### src/rtl/mesh_terminal_rx.sv
// Mesh network terminal receiver: pops packets from a router output port, keeps
// those addressed to this node (or broadcast) in a small FIFO, and counts drops.
module mesh_terminal_rx #(
    parameter int          PAKG_SIZE  = 32,
    parameter int          FIFO_DEPTH = 4,
    parameter logic [3:0]  ROW_ID     = 4'd0,
    parameter logic [3:0]  COL_ID     = 4'd0,
    parameter logic [7:0]  BDCST      = 8'hFF
) (
    input  logic                 clk,
    input  logic                 reset,
    input  logic                 pndng,
    input  logic [PAKG_SIZE-1:0] data_out,
    output logic                 pop,
    output logic                 rx_valid,
    output logic [PAKG_SIZE-1:0] rx_data,
    output logic                 rx_bcst,
    input  logic                 rx_ready,
    output logic                 err_addr,
    output logic [15:0]          pkt_cnt,
    output logic [15:0]          drop_cnt
);

    localparam int AW = $clog2(FIFO_DEPTH);
    localparam logic [AW:0] FULL_CNT = (AW+1)'(FIFO_DEPTH);

    typedef enum logic [1:0] {
        IDLE = 2'd0,
        POP  = 2'd1,
        GAP  = 2'd2
    } state_t;

    state_t state_q, state_d;

    logic [AW:0]   count_q, count_d;
    logic [AW-1:0] wr_ptr_q, wr_ptr_d;
    logic [AW-1:0] rd_ptr_q, rd_ptr_d;
    logic [15:0]   pkt_cnt_q, pkt_cnt_d;
    logic [15:0]   drop_cnt_q, drop_cnt_d;
    logic          err_addr_q, err_addr_d;

    logic [PAKG_SIZE-1:0] mem_q  [FIFO_DEPTH];
    logic                 bcst_q [FIFO_DEPTH];

    logic is_bcst, is_local, accept, in_pop, wr_en, rd_en, full;

    // Header decode of the packet the router is currently presenting
    always_comb begin
        is_bcst  = (data_out[31:24] == BDCST);
        is_local = (data_out[23:20] == ROW_ID) && (data_out[19:16] == COL_ID);
        accept   = is_bcst || is_local;
        in_pop   = (state_q == POP);
        wr_en    = in_pop && accept;
        full     = (count_q == FULL_CNT);
        rd_en    = rx_valid && rx_ready;
    end

    // State register
    always_ff @(posedge clk) begin
        if (reset) begin
            state_q <= IDLE;
        end else begin
            state_q <= state_d;
        end
    end

    // Next-state logic; fullness is checked before popping so nothing is lost
    always_comb begin
        state_d = state_q;
        case (state_q)
            IDLE:    if (pndng && !full) state_d = POP;
            POP:     state_d = GAP;
            GAP:     state_d = IDLE;
            default: state_d = IDLE;
        endcase
    end

    // FSM outputs
    always_comb begin
        pop = (state_q == POP);
    end

    always_comb begin
        count_d = count_q;
        case ({wr_en, rd_en})
            2'b10:   count_d = count_q + 1'b1;
            2'b01:   count_d = count_q - 1'b1;
            default: count_d = count_q;
        endcase
        wr_ptr_d   = wr_en ? wr_ptr_q + 1'b1 : wr_ptr_q;
        rd_ptr_d   = rd_en ? rd_ptr_q + 1'b1 : rd_ptr_q;
        pkt_cnt_d  = (wr_en && pkt_cnt_q != 16'hFFFF) ? pkt_cnt_q + 16'd1 : pkt_cnt_q;
        drop_cnt_d = (in_pop && !accept && drop_cnt_q != 16'hFFFF) ?
                     drop_cnt_q + 16'd1 : drop_cnt_q;
        err_addr_d = in_pop && !accept;
    end

    always_ff @(posedge clk) begin
        if (reset) begin
            count_q    <= '0;
            wr_ptr_q   <= '0;
            rd_ptr_q   <= '0;
            pkt_cnt_q  <= '0;
            drop_cnt_q <= '0;
            err_addr_q <= 1'b0;
        end else begin
            count_q    <= count_d;
            wr_ptr_q   <= wr_ptr_d;
            rd_ptr_q   <= rd_ptr_d;
            pkt_cnt_q  <= pkt_cnt_d;
            drop_cnt_q <= drop_cnt_d;
            err_addr_q <= err_addr_d;
        end
    end

    // Storage array has no reset; emptiness is carried entirely by count_q
    always_ff @(posedge clk) begin
        if (wr_en && !reset) begin
            mem_q[wr_ptr_q]  <= data_out;
            bcst_q[wr_ptr_q] <= is_bcst;
        end
    end

    assign rx_valid = (count_q != '0);
    assign rx_data  = rx_valid ? mem_q[rd_ptr_q] : '0;
    assign rx_bcst  = rx_valid ? bcst_q[rd_ptr_q] : 1'b0;
    assign err_addr = err_addr_q;
    assign pkt_cnt  = pkt_cnt_q;
    assign drop_cnt = drop_cnt_q;

endmodule

### config.mk
export PLATFORM = sky130hd
export DESIGN_NAME = mesh_terminal_rx
export DESIGN_NICKNAME = d
export VERILOG_FILES = /design/src/rtl/mesh_terminal_rx.sv
export SDC_FILE = /design/constraint.sdc
export NUM_CORES = 1
export LEC_CHECK = 0
export CAP_MARGIN = 15
export CELL_PAD_IN_SITES_DETAIL_PLACEMENT = 1
export CELL_PAD_IN_SITES_GLOBAL_PLACEMENT = 1
export CORE_MARGIN = 2
export CORE_UTILIZATION = 45
export CTS_BUF_LIST = sky130_fd_sc_hd__clkbuf_16
export DETAILED_ROUTE_END_ITERATION = 10
export PLACE_DENSITY = 0.81
export SKIP_LAST_GASP = 1
export SLEW_MARGIN = 20
export SYNTH_ARGS = -nofsm -noshare
export SYNTH_HDL_FRONTEND = slang
export SYNTH_SLANG_ARGS = --single-unit
export TNS_END_PERCENT = 1
### constraint.sdc
create_clock -name clk -period 2.63 [get_ports clk]
set_input_delay 0.526 -clock clk [delete_from_list [all_inputs] [get_ports clk]]
set_output_delay 0.526 -clock clk [all_outputs]
set_load 0.01 [all_outputs]
==> impl_metrics.env <==
export IMPL_status="finished with violations"
export IMPL_violations="setup timing"
export IMPL_pwr_share_comb_pct=2.7
export IMPL_synth_async_reset_ratio_pct=0
export IMPL_htree_num_levels=4
export IMPL_yosysSeqAreaShare_pct=66.5
export IMPL_slew_headroom_pct=57.9
export IMPL_clock_skew_ns=0.00727
export IMPL_wl_met2_um=9490
export IMPL_m1WireLength_um=7590
export IMPL_layout_setup_ws_ns=-0.162
export IMPL_leakagePower_nw=3.06
export IMPL_core_area_um2=15800
export IMPL_min_delay_path_depth=1
export IMPL_clk_latency_ns=0.43
export IMPL_grt_max_degree=43
export IMPL_ant_nets=0
export IMPL_initial_core_util_pct=46.0
export IMPL_dp_slack_ns=-0.325
export IMPL_synth_seq_cells=176
export IMPL_synth_xor_area_share_pct=0.601
export IMPL_gp_congestion=0.811
export IMPL_vias_per_cell=5.48
export IMPL_grt_pass1_wl_um=28600
export IMPL_hpwlAfterDp_um=11500
export IMPL_finalCritPeriodShare_pct=106
export IMPL_ir_drop_v=0.000476
export IMPL_synth_area_per_cell_um2=15.2
export IMPL_setup_violations=31
export IMPL_drive_above_1_share_pct=19.8
export IMPL_track_usage_pct=21.7
export IMPL_power_share_clock_pct=42.8
export IMPL_rsz0062_at_grt="true"
export IMPL_cts_tree="yes"
export IMPL_clock_sinks=176
export IMPL_num_antenna_cells=0
export IMPL_clock_path_buffers=2
export IMPL_die_w_um=131
export IMPL_hold_viol=0
export IMPL_drt_iter0_markers=325
export IMPL_syn_to_final_growth_pct=30.8
export IMPL_synth_adder_area_share_pct=1.48
export IMPL_placementRows=46
export IMPL_die_area_um2=17200
export IMPL_grt_pass1_vias=5185
export IMPL_synth_edf_count=132
export IMPL_p_per_area_nw_per_um2=576
export IMPL_yosysWarnings=0
export IMPL_top_layer_used="met4"
export IMPL_cts_inserted_buffers=17
export IMPL_dr_pass1_iters=4
export IMPL_min_to="state_q[0]$_SDFFE_PP0P_"
export IMPL_synth_top_family_by_area="simple AND/OR/NAND/NOR gates"
export IMPL_numPortBuffers=103
export IMPL_p_int_mw=4.35
export IMPL_crit_required_ns=2.10
export IMPL_multi_input_area_um2=2280
export IMPL_r2r_start="count_q[0]$_SDFFE_PP0P_"
export IMPL_regArea_um2=4850
export IMPL_clk_pin_slew_ns=0.06
export IMPL_wire_per_inst_um=21.2
export IMPL_fmax_ghz=0.358
export IMPL_switching_power_mw=1.13
export IMPL_ios=104
export IMPL_reg2reg_depth=9
export IMPL_synth_fp_nets=524
export IMPL_seq_power_share_pct=54.4
export IMPL_arrival_ns=2.27
export IMPL_reg2reg_slack_ns=0.32
export IMPL_fin_hold_ws_ns=0.498
export IMPL_postCtsSetupRepairBufs=0
export IMPL_netlist_instances=480
export IMPL_die_y_um=131
export IMPL_criticalPathCategory="reg -> out"
export IMPL_synth_compound_area_share_pct=4.91
export IMPL_yosys_area_share_simple_pct=13.0
export IMPL_hold_start="count_q[2]$_SDFFE_PP0P_"
export IMPL_netlist_cell_type_count=48
export IMPL_synthMuxAreaShare_pct=11.3
export IMPL_layout_common_cells="edfxtp_1, clkdlybuf4s50_1, dfxtp_1, and2_1, mux4_2"
export IMPL_hold_class="reg -> reg"
export IMPL_fin_crit_ns=2.79
export IMPL_wl_met3_um=675
export IMPL_synth_area_um2=7280
export IMPL_layout_commonest_cell="edfxtp_1"
export IMPL_slew_violations=0
export IMPL_totalWireLength_um=17900
export IMPL_tightest_slew_ns=0.627
export IMPL_swShare_pct=20.6
export IMPL_postCtsHoldBufs=0
export IMPL_gr_total_overflow=0
export IMPL_drv_cap=0
export IMPL_synth_top_flop_cell="edfxtp_1"
export IMPL_cp_start_kind="flip-flop"
export IMPL_rr_endpoint="count_q[2]$_SDFFE_PP0P_"
export IMPL_final_nets=662
export IMPL_grt_antenna_before_repair=0
export IMPL_vias=4634
export IMPL_fillers=1489
export IMPL_root_buffer="clkbuf_16"
export IMPL_critPathCaptureType="primary output"
export IMPL_drc=0
export IMPL_cp_max_fo=8
[critical path, cell delays in order (launching register included)]
cell	delay [ns]
dfxtp_4	0.44
clkbuf_16	0.21
mux4_2	0.49
and2_1	0.19
clkdlybuf4s50_1	0.51
[metrics by stage]
step	instance area [um2]	power [mW]	cells	TNS (ns)	utilization, %
finish	9520	5.48	846	-2.79	60.2
floorplan	7280	3.08	480	0	-
detailed placement	8890	3.19	812	-16.31	56.2
global placement	8890	3.19	812	-0.928	56.2
CTS	9490	5.52	845	-4.18	60.0
global route	9520	5.62	846	-5.24	60.2
[logic make-up after synthesis]
| logic type | count (synthesis) |
|---|---|
| flops | 176 |
| simple gates | 160 |
| compound gates | 57 |
| mux | 40 |
| buf+inv | 34 |
| fa+ha+maj | 8 |
| xor+xnor | 5 |
[worst max-delay path by stage]
stage	start	endpoint	slack, ns	cells past startpoint
6_report	flip-flop	rx_data[24]	-0.16	4
5_1_grt	flip-flop	rx_data[24]	-0.23	4
4_1_cts	flip-flop	rx_data[29]	-0.15	4
3_5_place_dp	data_out[20]	count_q[2]$_SDFFE_PP0P_	-0.33	11
3_3_place_gp	data_out[20]	count_q[2]$_SDFFE_PP0P_	-0.17	11
2_1_floorplan	data_out[21]	count_q[2]$_SDFFE_PP0P_	0.28	11
[cell type report]
| cell class | instances | share of cell area [%] |
|---|---|---|
| multi-input cells | 270 | 24.0 |
| inverters | 11 | 0.434 |
| well taps | 216 | 2.84 |
| repair buffers | 142 | 16.1 |
| flip-flops and latches | 176 | 50.9 |
| clock buffers | 17 | 4.47 |
| clock inverters | 14 | 1.22 |
[timing repair]
action	4_1_cts	5_1_grt
setup endpoints to repair	33	34
resized for setup	4	1
gates cloned	2	1
[power groups by stage]
stage	clock, mW	combinational [mW]	sequential (mW)
final	2.35	0.149	2.98
after global placement	0	0.139	3.05
after floorplan	0	0.0340	3.05
after detailed placement	0	0.147	3.05
after CTS	2.39	0.149	2.98
after global routing	2.47	0.160	2.98
[flip-flops by register name, indices dropped and copies added, names as in the netlist, named ones only]
register and flops:
bcst_q 4, count_q 3, drop_cnt 16, err_addr 1, mem_q 128, pkt_cnt 16, rd_ptr_q 2, state_q 2
wr_ptr_q 2
[cell usage after synthesis, drive strengths merged (2+ instances only)]
cell | count | area [um2]
nor2b | 6 | 37.5
or4 | 13 | 97.6
buf | 10 | 66.3
mux4 | 33 | 743
nor4 | 6 | 65.1
nand4 | 10 | 62.6
nand3 | 15 | 80.1
edfxtp | 132 | 3960
o21ai | 9 | 45.0
nor2 | 20 | 75.1
dfxtp | 44 | 881
nand2b | 2 | 15.0
clkbuf | 13 | 48.8
ha | 7 | 87.6
xor2 | 3 | 26.3
a21oi | 28 | 151
inv | 11 | 41.3
or3 | 12 | 75.1
and3 | 9 | 56.3
mux2 | 6 | 67.6
xnor2 | 2 | 17.5
and2 | 36 | 226
and4 | 2 | 17.5
o31ai | 15 | 113
nand2 | 17 | 66.3
nor3 | 7 | 35.0
[layer usage]
layer,vias up,global-route usage (%)
met5,-,0
met4,0,7.61
met3,14,4.48
met2,121,37.6
met1,2353,27.1
li1,2146,-
No activity file was read; power rests on OpenSTA's default activity.
